### src/rtl/uart_pkg.sv
// Shared types, constants and the baud divisor helper for the UART receive path.
package uart_pkg;

  typedef enum logic [2:0] {
    IDLE  = 3'd0,
    START = 3'd1,
    DATA  = 3'd2,
    STOP  = 3'd3,
    BREAK = 3'd4
  } rx_state_t;

  localparam int IDLE_BITS = 10;

  // Rounded clk/(baud*os), never below one clock per tick.
  function automatic int calc_div(input int clk_hz, input int baud, input int os);
    int d;
    d = (clk_hz + (baud * os) / 2) / (baud * os);
    return (d < 1) ? 1 : d;
  endfunction

endpackage

### src/rtl/uart_rx_deserializer_if.sv
// Serial line plus received-byte outputs shared by the deserializer and its consumer.
interface uart_rx_deserializer_if;

  logic       RxD;
  logic       RxD_data_ready;
  logic [7:0] RxD_data;
  logic       RxD_frame_err;
  logic       RxD_idle;
  logic       RxD_endofpacket;

  modport master (
    output RxD,
    input  RxD_data_ready, RxD_data, RxD_frame_err, RxD_idle, RxD_endofpacket
  );

  modport slave (
    input  RxD,
    output RxD_data_ready, RxD_data, RxD_frame_err, RxD_idle, RxD_endofpacket
  );

endinterface

### src/rtl/uart_baud_tick.sv
// Free-running divider producing a one-clock oversampling tick every DIV clocks.
module uart_baud_tick #(
  parameter int DIV = 4
) (
  input  logic clk,
  input  logic rst_n,
  output logic o_tick
);

  localparam int CW = (DIV > 1) ? $clog2(DIV) : 1;
  localparam logic [CW-1:0] LAST = CW'(DIV - 1);

  logic [CW-1:0] r_cnt;

  // Divider counter wrapping at DIV-1.
  always_ff @(posedge clk or negedge rst_n) begin
    if (!rst_n) begin
      r_cnt <= '0;
    end else if (r_cnt == LAST) begin
      r_cnt <= '0;
    end else begin
      r_cnt <= r_cnt + CW'(1);
    end
  end

  assign o_tick = (r_cnt == LAST);

endmodule

### src/rtl/uart_rx_deserializer.sv
// 8N1 oversampling receiver: synchronizes and filters RxD, frames bytes, flags stop-bit
// errors and reports line idle / end-of-packet for the LCD driver downstream.
module uart_rx_deserializer
  import uart_pkg::*;
#(
  parameter int CLK_FREQ   = 25_000_000,
  parameter int BAUD       = 115200,
  parameter int OVERSAMPLE = 16
) (
  input logic                   clk,
  input logic                   rst_n,
  uart_rx_deserializer_if.slave bus
);

  localparam int DIV = calc_div(CLK_FREQ, BAUD, OVERSAMPLE);
  localparam int PW  = $clog2(OVERSAMPLE);
  localparam int GW  = $clog2(IDLE_BITS * OVERSAMPLE + 1);
  localparam logic [PW-1:0] PH_LAST  = PW'(OVERSAMPLE - 1);
  localparam logic [PW-1:0] PH_MID   = PW'(OVERSAMPLE / 2 - 1);
  localparam logic [GW-1:0] GAP_SAT  = GW'(IDLE_BITS * OVERSAMPLE);
  localparam logic [GW-1:0] GAP_PRE  = GW'(IDLE_BITS * OVERSAMPLE - 1);

  logic            w_tick;
  logic            w_rx_f;
  logic [1:0]      r_sync;
  logic [2:0]      r_maj;
  rx_state_t       r_state;
  logic [PW-1:0]   r_phase;
  logic [2:0]      r_bitcnt;
  logic [7:0]      r_shreg;
  logic [7:0]      r_data;
  logic            r_ready;
  logic            r_ferr;
  logic [GW-1:0]   r_gap;
  logic            r_idle;
  logic            r_eop;
  logic            r_got_byte;

  uart_baud_tick #(.DIV(DIV)) u_tick (
    .clk    (clk),
    .rst_n  (rst_n),
    .o_tick (w_tick)
  );

  // Two-flop synchronizer; resets to the idle-high line level.
  always_ff @(posedge clk or negedge rst_n) begin
    if (!rst_n) begin
      r_sync <= 2'b11;
    end else begin
      r_sync <= {r_sync[0], bus.RxD};
    end
  end

  // Three most recent tick samples feed the majority vote.
  always_ff @(posedge clk or negedge rst_n) begin
    if (!rst_n) begin
      r_maj <= 3'b111;
    end else if (w_tick) begin
      r_maj <= {r_maj[1:0], r_sync[1]};
    end else begin
      r_maj <= r_maj;
    end
  end

  assign w_rx_f = (r_maj[0] & r_maj[1]) | (r_maj[0] & r_maj[2]) | (r_maj[1] & r_maj[2]);

  // Frame FSM; ready and frame_err come from different STOP branches so never coincide.
  always_ff @(posedge clk or negedge rst_n) begin
    if (!rst_n) begin
      r_state  <= IDLE;
      r_phase  <= '0;
      r_bitcnt <= 3'd0;
      r_shreg  <= 8'h00;
      r_data   <= 8'h00;
      r_ready  <= 1'b0;
      r_ferr   <= 1'b0;
    end else begin
      r_ready <= 1'b0;
      r_ferr  <= 1'b0;
      if (w_tick) begin
        case (r_state)
          IDLE: begin
            if (!w_rx_f) begin
              r_state <= START;
              r_phase <= '0;
            end
          end
          START: begin
            if (r_phase == PH_MID) begin
              r_phase  <= '0;
              r_bitcnt <= 3'd0;
              r_state  <= w_rx_f ? IDLE : DATA;
            end else begin
              r_phase <= r_phase + PW'(1);
            end
          end
          DATA: begin
            if (r_phase == PH_LAST) begin
              r_phase  <= '0;
              r_shreg  <= {w_rx_f, r_shreg[7:1]};
              r_bitcnt <= r_bitcnt + 3'd1;
              if (r_bitcnt == 3'd7) begin
                r_state <= STOP;
              end
            end else begin
              r_phase <= r_phase + PW'(1);
            end
          end
          STOP: begin
            if (r_phase == PH_LAST) begin
              r_phase <= '0;
              if (w_rx_f) begin
                r_data  <= r_shreg;
                r_ready <= 1'b1;
                r_state <= IDLE;
              end else begin
                r_ferr  <= 1'b1;
                r_state <= BREAK;
              end
            end else begin
              r_phase <= r_phase + PW'(1);
            end
          end
          BREAK: begin
            if (w_rx_f) begin
              r_state <= IDLE;
            end
          end
          default: begin
            r_state <= IDLE;
            r_phase <= '0;
          end
        endcase
      end
    end
  end

  // Idle gap counter and end-of-packet pulse; eop needs a byte since the last pulse.
  always_ff @(posedge clk or negedge rst_n) begin
    if (!rst_n) begin
      r_gap      <= '0;
      r_idle     <= 1'b1;
      r_eop      <= 1'b0;
      r_got_byte <= 1'b0;
    end else begin
      r_eop <= 1'b0;
      if (r_ready) begin
        r_got_byte <= 1'b1;
      end
      if (w_tick) begin
        if ((r_state == IDLE) && w_rx_f) begin
          if (r_gap != GAP_SAT) begin
            r_gap <= r_gap + GW'(1);
          end
          if (r_gap == GAP_PRE) begin
            r_idle <= 1'b1;
            if (!r_idle && r_got_byte) begin
              r_eop      <= 1'b1;
              r_got_byte <= 1'b0;
            end
          end
        end else begin
          r_gap  <= '0;
          r_idle <= 1'b0;
        end
      end
    end
  end

  assign bus.RxD_data_ready  = r_ready;
  assign bus.RxD_data        = r_data;
  assign bus.RxD_frame_err   = r_ferr;
  assign bus.RxD_idle        = r_idle;
  assign bus.RxD_endofpacket = r_eop;

endmodule

### src/flat_wrapper.sv
// flat-port wrapper written by rule: the top's interface ports become plain ports
module uart_rx_deserializer_flat import uart_pkg::*;
#(
  parameter int CLK_FREQ   = 25_000_000,
  parameter int BAUD       = 115200,
  parameter int OVERSAMPLE = 16
)
  (clk, rst_n, bus_RxD, bus_RxD_data_ready, bus_RxD_data, bus_RxD_frame_err, bus_RxD_idle, bus_RxD_endofpacket);
  uart_rx_deserializer_if bus_i ();
  input logic clk;
  input logic rst_n;
  input wire logic [$bits(bus_i.RxD)-1:0] bus_RxD;
  output wire logic [$bits(bus_i.RxD_data_ready)-1:0] bus_RxD_data_ready;
  output wire logic [$bits(bus_i.RxD_data)-1:0] bus_RxD_data;
  output wire logic [$bits(bus_i.RxD_frame_err)-1:0] bus_RxD_frame_err;
  output wire logic [$bits(bus_i.RxD_idle)-1:0] bus_RxD_idle;
  output wire logic [$bits(bus_i.RxD_endofpacket)-1:0] bus_RxD_endofpacket;
  assign bus_i.RxD = bus_RxD;
  assign bus_RxD_data_ready = bus_i.RxD_data_ready;
  assign bus_RxD_data = bus_i.RxD_data;
  assign bus_RxD_frame_err = bus_i.RxD_frame_err;
  assign bus_RxD_idle = bus_i.RxD_idle;
  assign bus_RxD_endofpacket = bus_i.RxD_endofpacket;
  uart_rx_deserializer #(.CLK_FREQ(CLK_FREQ), .BAUD(BAUD), .OVERSAMPLE(OVERSAMPLE)) u_core (.clk(clk), .rst_n(rst_n), .bus(bus_i));
endmodule
### config.mk
export PLATFORM = sky130hd
export DESIGN_NAME = uart_rx_deserializer_flat
export DESIGN_NICKNAME = d
export VERILOG_FILES = /design/src/rtl/uart_pkg.sv /design/src/rtl/uart_rx_deserializer_if.sv /design/src/rtl/uart_baud_tick.sv /design/src/rtl/uart_rx_deserializer.sv /design/src/flat_wrapper.sv
export SDC_FILE = /design/constraint.sdc
export NUM_CORES = 1
export LEC_CHECK = 0
export BUFFER_PORTS_ARGS = -buffer_cell sky130_fd_sc_hd__buf_2
export CORE_ASPECT_RATIO = 0.6
export CORE_MARGIN = 3
export CORE_UTILIZATION = 35
export CTS_BUF_LIST = sky130_fd_sc_hd__clkbuf_4 sky130_fd_sc_hd__clkbuf_8
export DETAILED_ROUTE_END_ITERATION = 8
export PLACE_DENSITY = 0.59
export RECOVER_POWER = 25
export SYNTH_ARGS = -nofsm -noshare
export SYNTH_HDL_FRONTEND = slang
export SYNTH_HIERARCHICAL = 1
export SYNTH_SLANG_ARGS = --single-unit
### constraint.sdc
create_clock -name clk -period 2.7 [get_ports clk]
set_input_delay 0.405 -clock clk [delete_from_list [all_inputs] [get_ports clk]]
set_output_delay 0.405 -clock clk [all_outputs]
set_load 0.01 [all_outputs]
==> impl_metrics.ini, run 1 <==
[power]
p_leak_nw = 1.19
ir_drop_mv = 0.240
p_total_mw = 1.31
powerDensity_nw_per_um2 = 518

[sta]
tightest_slew_ns = 0.989
slew_headroom_pct = 34.1
finClkSkew_ns = 0.00405
rsz0062_at_grt = false
tns_ns = 0
timing.final.crit_share_pct = 72.7
fin_hold_ws_ns = 0.190
max_freq_mhz = 510
setup_violations = 0
hold_viol_final = 0
fin_crit_ns = 1.96
finalMaxSlewViolations = 0

[floorplan]
fp.dieW_um = 110
boundaryPins = 15
row_count = 21
dieHeight_um = 68.1
core_um2 = 5890
dieArea_um2 = 7460
initial_utilization_pct = 38.2

[worst_setup_path]
critPathLaunchType = flop
cp_data_arrival_time_ns = 2.15
critPathMaxFanout = 22
crit_type = reg -> reg
reg2reg_slack_ns = 0.74
cp.required_ns = 2.88
end_kind = flop

[clock_network]
post-cts-setup-buffers = 0
cts_buffers = 5
cts.clk_slew.worst_paths_ns = 0.09
cts_resized = 0
clkSinkCount = 48
cts-root-buf = clkbuf_8
clock_latency_ns = 0.29
cts_tree = yes
cts-hold-fix-buffers = 0
htree_levels = 2
clockBufferDepth = 2

[outcome]
status = finished clean

[yosys]
synth_flop_cell = dfrtp_1
yosysSeqAreaShare_pct = 53.7
ys_async_sr_fraction_pct = 100
yosys_warnings = 6
synth_fp_nets = 195
postSynthAreaPerCell_um2 = 12.0
ys_types = 44
ys_seq_elements = 48
synthCells = 187
synth_edf_count = 0
syn_area_um2 = 2250

[global_route]
overflow = 0
grt_pass1_wl_mm = 6.90
grt_use_total_pct = 12.0
antenna_found_initial = 0
grt_max_degree = 46
grt_pass1_vias = 1387

[drt]
post-route-drc-count = 0
firstDrtPassIters = 4
vias = 1424
vias_per_cell = 4.98
drt_wl_total_mm = 3.90
wire_per_inst_um = 13.6
first_iter_violations = 61
antenna_left = 0

[layout]
antenna_cells = 0
nets = 213
fin_util_pct = 43.0
drive_gt1_share_pct = 31.1
final_cells = 286
syn_to_final_growth_pct = 12.6

[worst_hold_path]
min_path_type = in -> reg

[placed_design]
dp_hpwl_mm = 2.67
routabilityCongestion = 0.742
placedCellCount = 278
io_buffer_count = 14

[run]
drv_cap = 0
-- cell usage after synthesis, types with 2 or more instances --
master     number  share of area [%]
a31oi_1         2               0.56
nor3b_1         3                1.0
o31ai_1         2               0.67
dfrtp_1        42                 47
inv_1           6                1.0
o21ai_0         5                1.1
nand2_2         3               0.83
ha_1            5                2.8
a2bb2oi_1       2               0.78
o211ai_1        2               0.67
nand2_1        10                1.7
o41ai_1         2               0.78
nor2_1         11                1.8
nor4_1          2               0.56
buf_2           4               0.89
a21oi_1         7                1.6
mux2_2         22                 11
xor2_1          4                1.6
nor2b_1         4                1.1
o22ai_1         2               0.56
a32o_1          2               0.89
nand2b_1        5                1.4
dfstp_2         6                7.0
nand3_1         7                1.6
nor3_1          4               0.89
a22o_1          3                1.2
or2_2           3               0.83
-- placed cells by master, fill, tap and decap left out, drive strengths merged, types with 2 or more instances in the layout --
master,Yosys,routed
a2bb2oi,2,2
nor3,5,5
inv,6,6
nor2,12,12
nor3b,3,3
or2,3,3
clkbuf,0,8
ha,5,5
a22o,3,3
dfrtp,42,42
xor2,4,4
nor4,2,2
o31ai,2,2
mux2,22,22
nand2,13,13
nor2b,4,4
o21ai,5,5
a31oi,2,2
a32o,2,2
o22ai,2,2
a21oi,7,7
nand3,8,8
o41ai,2,2
nand2b,5,5
buf,5,15
o211ai,2,2
dfstp,6,6
-- metal layers --
metal	global-route usage, %	up-vias	part of all wire, %
met2	15.9	17	38
met1	18.6	694	57
met4	3.73	0	1.1
met5	0	-	0
met3	3.20	5	3.6
li1	-	708	-
-- report_power, final --
| group | switching (mW) | total (mW) | leakage (nW) | internal (mW) |
|---|---|---|---|---|
| registers | 0.00207 | 0.727 | 0.626 | 0.725 |
| clock network | 0.233 | 0.560 | 0.0645 | 0.327 |
| logic | 0.0190 | 0.0247 | 0.495 | 0.00574 |
-- registers in the layout (all words and copies together) (netlist names) --
signal,count
u_core/bus.RxD_data,8
u_core/r_gap,8
u_core/r_shreg,8
u_core/r_phase,4
u_core/u_tick/r_cnt,4
u_core/r_bitcnt,3
u_core/r_maj,3
u_core/r_state,3
u_core/r_sync,2
u_core/bus.RxD_data_ready,1
u_core/bus.RxD_endofpacket,1
u_core/bus.RxD_frame_err,1
u_core/bus.RxD_idle,1
u_core/r_got_byte,1
-- area by class of cell --
type	count	area, µm²
clock inverters	1	30.0
well taps	80	100
fillers	572	3350
repair buffers	16	83.8
clock buffers	7	96.3
flip-flops and latches	48	1210
multi-input cells	128	992
inverters	6	22.5
-- cells by family after synthesis --
logic type      synth area share, %
flops                          53.7
compound gates                 10.5
simple gates                   17.1
fa+ha+maj                      3.28
buf+inv                        2.39
mux                            11.5
xor+xnor                       1.56
-- critical path, stage by stage, from the launching register on --
cell,delay [ns]
dfrtp_1,0.42
nand2_2,0.08
nor3b_2,0.27
buf_4,0.30
and4_1,0.30
nand3_1,0.16
nor4b_4,0.25
nor2_1,0.06
-- stage by stage --
stage	worst slack (ns)	cell area (µm²)
floorplan	0.732	2250
global placement	0.787	2410
detailed placement	0.764	2410
CTS	0.726	2530
global route	0.535	2530
finish	0.738	2530
-- final timing paths --
check / startpoint / to / cells past startpoint
worst max-delay path: u_core/u_tick/r_cnt[0] / u_core/r_got_byte / 7
worst min-delay path: bus_RxD / u_core/r_sync[0] / 1
worst max register to register: u_core/u_tick/r_cnt[0] / u_core/r_got_byte / 7
worst min register to register: u_core/r_sync[0] / u_core/r_sync[1] / 0
max in group asynchronous: rst_n / u_core/r_maj[1] / 2
min in group asynchronous: rst_n / u_core/r_phase[0] / 1
Note: power is estimated with default switching activity, not from simulation.
==> run 2: changes to the inputs <==
- PLACE_DENSITY: 0.59 -> 0.61
- clock period: 2.7 -> 1.6 ns (I/O delays scaled with it)
==> impl_metrics.ini, run 2 (synthesis results as in run 1) <==
[floorplan]
core_um2 = 5890
dieArea_um2 = 7460
boundaryPins = 15
dieHeight_um = 68.1
fp.dieW_um = 110
initial_utilization_pct = 38.2
row_count = 21

[placed_design]
placedCellCount = 304
place_area_um2 = 2640
routabilityCongestion = 0.814
dp_hpwl_mm = 2.96
pre_cts_slack_ns = -0.145
io_buffer_count = 14

[clock_network]
cts_tree = yes
htree_levels = 2
clockBufferDepth = 2
clkSinkCount = 48
cts-root-buf = clkbuf_8
cts_buffers = 5
cts.clk_slew.worst_paths_ns = 0.10
clock_latency_ns = 0.30

[drt]
vias = 1582
drt_wl_total_mm = 4.57
post-route-drc-count = 0
firstDrtPassIters = 4
vias_per_cell = 4.91
wire_per_inst_um = 14.2
antenna_left = 0
first_iter_violations = 55

[sta]
fin_crit_ns = 1.68
setup_violations = 21
layout_setup_ws_ns = -0.0820
timing.final.crit_share_pct = 105
finClkSkew_ns = 0.0103
rsz0062_at_grt = true
hold_viol_final = 0
fin_hold_ws_ns = 0.0329
tns_ns = -0.994
max_freq_mhz = 595
finalMaxSlewViolations = 0
tightest_slew_ns = 0.646
slew_headroom_pct = 56.9

[global_route]
grt_pass1_vias = 1533
antenna_found_initial = 0
overflow = 0
grt_max_degree = 49
busiest_layer = met1
use_met3_pct = 3.39
met1_usage_pct = 20.5
use_met2_pct = 19.7
grt_use_total_pct = 13.8
grt_pass1_wl_mm = 7.78

[worst_setup_path]
cp_data_arrival_time_ns = 1.88
critPathMaxFanout = 9
critPathLaunchType = flop
end_kind = flop
cp.required_ns = 1.80
crit_type = reg -> reg

[power]
p_total_mw = 2.33
ir_drop_mv = 0.337
powerDensity_nw_per_um2 = 791
p_leak_nw = 1.40

[layout]
final_cell_mix = 42 x dfrtp_1, 32 x buf_4, 17 x mux2_2
fin_util_pct = 50.1
nets = 249
final_cells = 322
final_common_cell = dfrtp_1
design_area_um2 = 2950
antenna_cells = 0
syn_to_final_growth_pct = 31.1
drive_gt1_share_pct = 46.3

[worst_hold_path]
min_path_type = in -> reg

[outcome]
status = finished, violations left
violations = negative setup slack

[run]
drv_cap = 0
==> run 2: cell types whose count changed in the layout (fill, tap and decap cells not counted), moves of 2 or more <==
| cell | delta |
|---|---|
| o41ai_1 | -2 |
| buf_4 | +30 |
| buf_6 | +2 |
| nand3_2 | +4 |
| mux2_2 | -5 |
| mux2_4 | +5 |
| o41ai_2 | +2 |
| nand3_1 | -4 |
| clkbuf_8 | -2 |
==> run 2: metal layers <==
layer  up-vias  wire [µm]
li1        786          -
met4         0         57
met1       771       2440
met5         -          0
met3         4        185
met2        21       1890
==> run 2: worst paths after layout <==
check | cells past startpoint | start | slack [ns] | to
max in group asynchronous | 3 | rst_n | 0.57 | u_core/r_state[1]
setup / recovery | 6 | u_core/u_tick/r_cnt[2] | -0.08 | u_core/r_shreg[2]
min in group asynchronous | 3 | rst_n | 0.60 | u_core/r_phase[3]
hold reg to reg | 0 | u_core/r_sync[0] | 0.36 | u_core/r_sync[1]
setup reg to reg | 6 | u_core/u_tick/r_cnt[2] | -0.08 | u_core/r_shreg[2]
hold / removal | 1 | bus_RxD | 0.03 | u_core/r_sync[0]
==> run 2: final cells by class <==
class | instances | area (µm²)
Clock inverter | 3 | 68.8
Multi-Input combinational cell | 129 | 1110
Clock buffer | 5 | 68.8
Inverter | 6 | 22.5
Fill cell | 527 | 2940
Timing Repair Buffer | 51 | 370
Sequential cell | 48 | 1210
Tap cell | 80 | 100
==> run 2: where the power goes <==
part	leakage [nW]	internal (mW)	switching (mW)	total, mW
Sequential	0.626	1.22	0.00395	1.23
Clock	0.0687	0.629	0.426	1.06
Combinational	0.700	0.0135	0.0342	0.0477
Total	1.40	1.87	0.465	2.33
==> run 2: what timing repair did <==
item | 4_1_cts | 5_1_grt
pin swaps | 4 | 10
setup endpoints to repair | 27 | 36
hold buffers | 1 | 0
cloned | 1 | 0
setup buffers | 4 | 5
gates resized for setup | 13 | 12
endpoints found under the hold margin | 42 | 0
==> run 2: worst max-delay path, cell delays in order (launching register included) <==
cell and delay, ns:
dfrtp_1 0.38, nand2_2 0.08, nor3b_4 0.25, nand4b_4 0.19
nor3_4 0.19, buf_12 0.16, mux2_2 0.33
==> run 3: changes to the inputs <==
- CORE_MARGIN: 3 -> not set
- RECOVER_POWER: 25 -> 100
==> impl_metrics.ini, run 3 (synthesis results as in run 1) <==
[outcome]
status = finished, violations left
violations = negative setup slack

[sta]
finClkSkew_ns = 0.0114
max_freq_mhz = 578
slew_headroom_pct = 42.9
fin_crit_ns = 1.73
tightest_slew_ns = 0.856
layout_setup_ws_ns = -0.130
hold_viol_final = 0
tns_ns = -2.38
rsz0062_at_grt = true
setup_violations = 28
timing.final.crit_share_pct = 108
fin_hold_ws_ns = 0.0258
finalMaxSlewViolations = 0

[placed_design]
io_buffer_count = 14
routabilityCongestion = 0.813
dp_hpwl_mm = 3.09
place_area_um2 = 2650

[run]
drv_cap = 0

[clock_network]
clock_latency_ns = 0.31
htree_levels = 2
clkSinkCount = 48
clockBufferDepth = 2
cts_buffers = 5
cts_tree = yes
cts.clk_slew.worst_paths_ns = 0.09
cts-root-buf = clkbuf_8

[floorplan]
row_count = 22
dieArea_um2 = 6760
fp.dieW_um = 106
dieHeight_um = 64.1
core_um2 = 6170
initial_utilization_pct = 36.5
boundaryPins = 15

[worst_setup_path]
cpMaxStageDelayCell = dfrtp_1
critPathMaxFanout = 4
end_kind = flop
cp.buffers_inverters = 1
critPathLaunchType = flop
path_cells = nand2_2 > nor3b_4 > nand4b_4 > buf_4 > or2_4 > a21oi_2 > a211oi_2
cpPeakStageDelay_ns = 0.37
cp.required_ns = 1.79
crit_family = simple AND/OR/NAND/NOR gates
crit_type = reg -> reg
cp_data_arrival_time_ns = 1.92

[power]
ir_drop_mv = 0.435
p_leak_nw = 1.36
p_total_mw = 2.06
powerDensity_nw_per_um2 = 686

[global_route]
met1_usage_pct = 21.7
overflow = 0
grt_use_total_pct = 14.6
use_met2_pct = 20.2
grt_pass1_vias = 1550
busiest_layer = met1
grt_max_degree = 33
grt_pass1_wl_mm = 7.61
use_met3_pct = 3.98
antenna_found_initial = 0

[drt]
drt_wl_total_mm = 4.69
vias_per_cell = 4.96
antenna_left = 0
wire_per_inst_um = 14.2
firstDrtPassIters = 4
first_iter_violations = 62
vias = 1638
post-route-drc-count = 0

[layout]
nets = 253
multi_input_area_um2 = 1150
final_common_cell = dfrtp_1
design_area_um2 = 3000
seq_area_um2 = 1210
drive_gt1_share_pct = 46.3
final_cell_mix = 42 x dfrtp_1, 29 x buf_4, 20 x mux2_2
antenna_cells = 0
nFillCells = 568
syn_to_final_growth_pct = 33.3

[worst_hold_path]
min_path_type = in -> reg
-- run 3: metal layers --
metal  vias up  wire (µm)  part of all wire (%)
met3         7        151                   3.2
met5         -          0                     0
met4         0         70                   1.5
li1        793          -                     -
met1       816       2480                    53
met2        22       1990                    42
-- run 3: report_power, final --
group          total, mW  internal [mW]  switching, mW
sequential          1.23           1.22        0.00371
clock              0.778          0.354          0.424
combinational     0.0532         0.0180         0.0353
-- run 3: what timing repair did --
item | 4_1_cts | 5_1_grt
hold buffers | 1 | 0
pin swaps | 6 | 6
buffers inserted | 6 | 7
resized for setup | 20 | 22
hold endpoints to repair | 13 | 0
endpoints found under the setup margin | 28 | 37
gates cloned | 1 | 0
-- run 3: final cells by class --
cell class,count,area share [%]
inverter,6,0.751
tap,84,3.50
clock buffer,6,2.75
sequential,48,40.3
multi-input combinational,129,38.4
timing repair buffer,55,13.9
clock inverter,2,0.459
-- run 3: stage by stage --
step	cells	util, %	worst slack (ns)
6_report	330	48.6	-0.130
3_5_place_dp	309	42.9	-0.151
3_3_place_gp	309	42.9	-0.0557
2_1_floorplan	187	-	-0.131
5_1_grt	330	48.6	-0.239
4_1_cts	325	47.2	-0.121
-- run 3: worst paths after layout --
check,start,end,slack [ns],cells after the start
max,u_core/u_tick/r_cnt[2],u_core/r_bitcnt[0],-0.13,7
min,bus_RxD,u_core/r_sync[0],0.03,1
max reg2reg,u_core/u_tick/r_cnt[2],u_core/r_bitcnt[0],-0.13,7
min reg2reg,u_core/r_sync[0],u_core/r_sync[1],0.36,0
max in group asynchronous,rst_n,u_core/r_maj[0],0.22,3
min in group asynchronous,rst_n,u_core/r_shreg[4],0.55,2
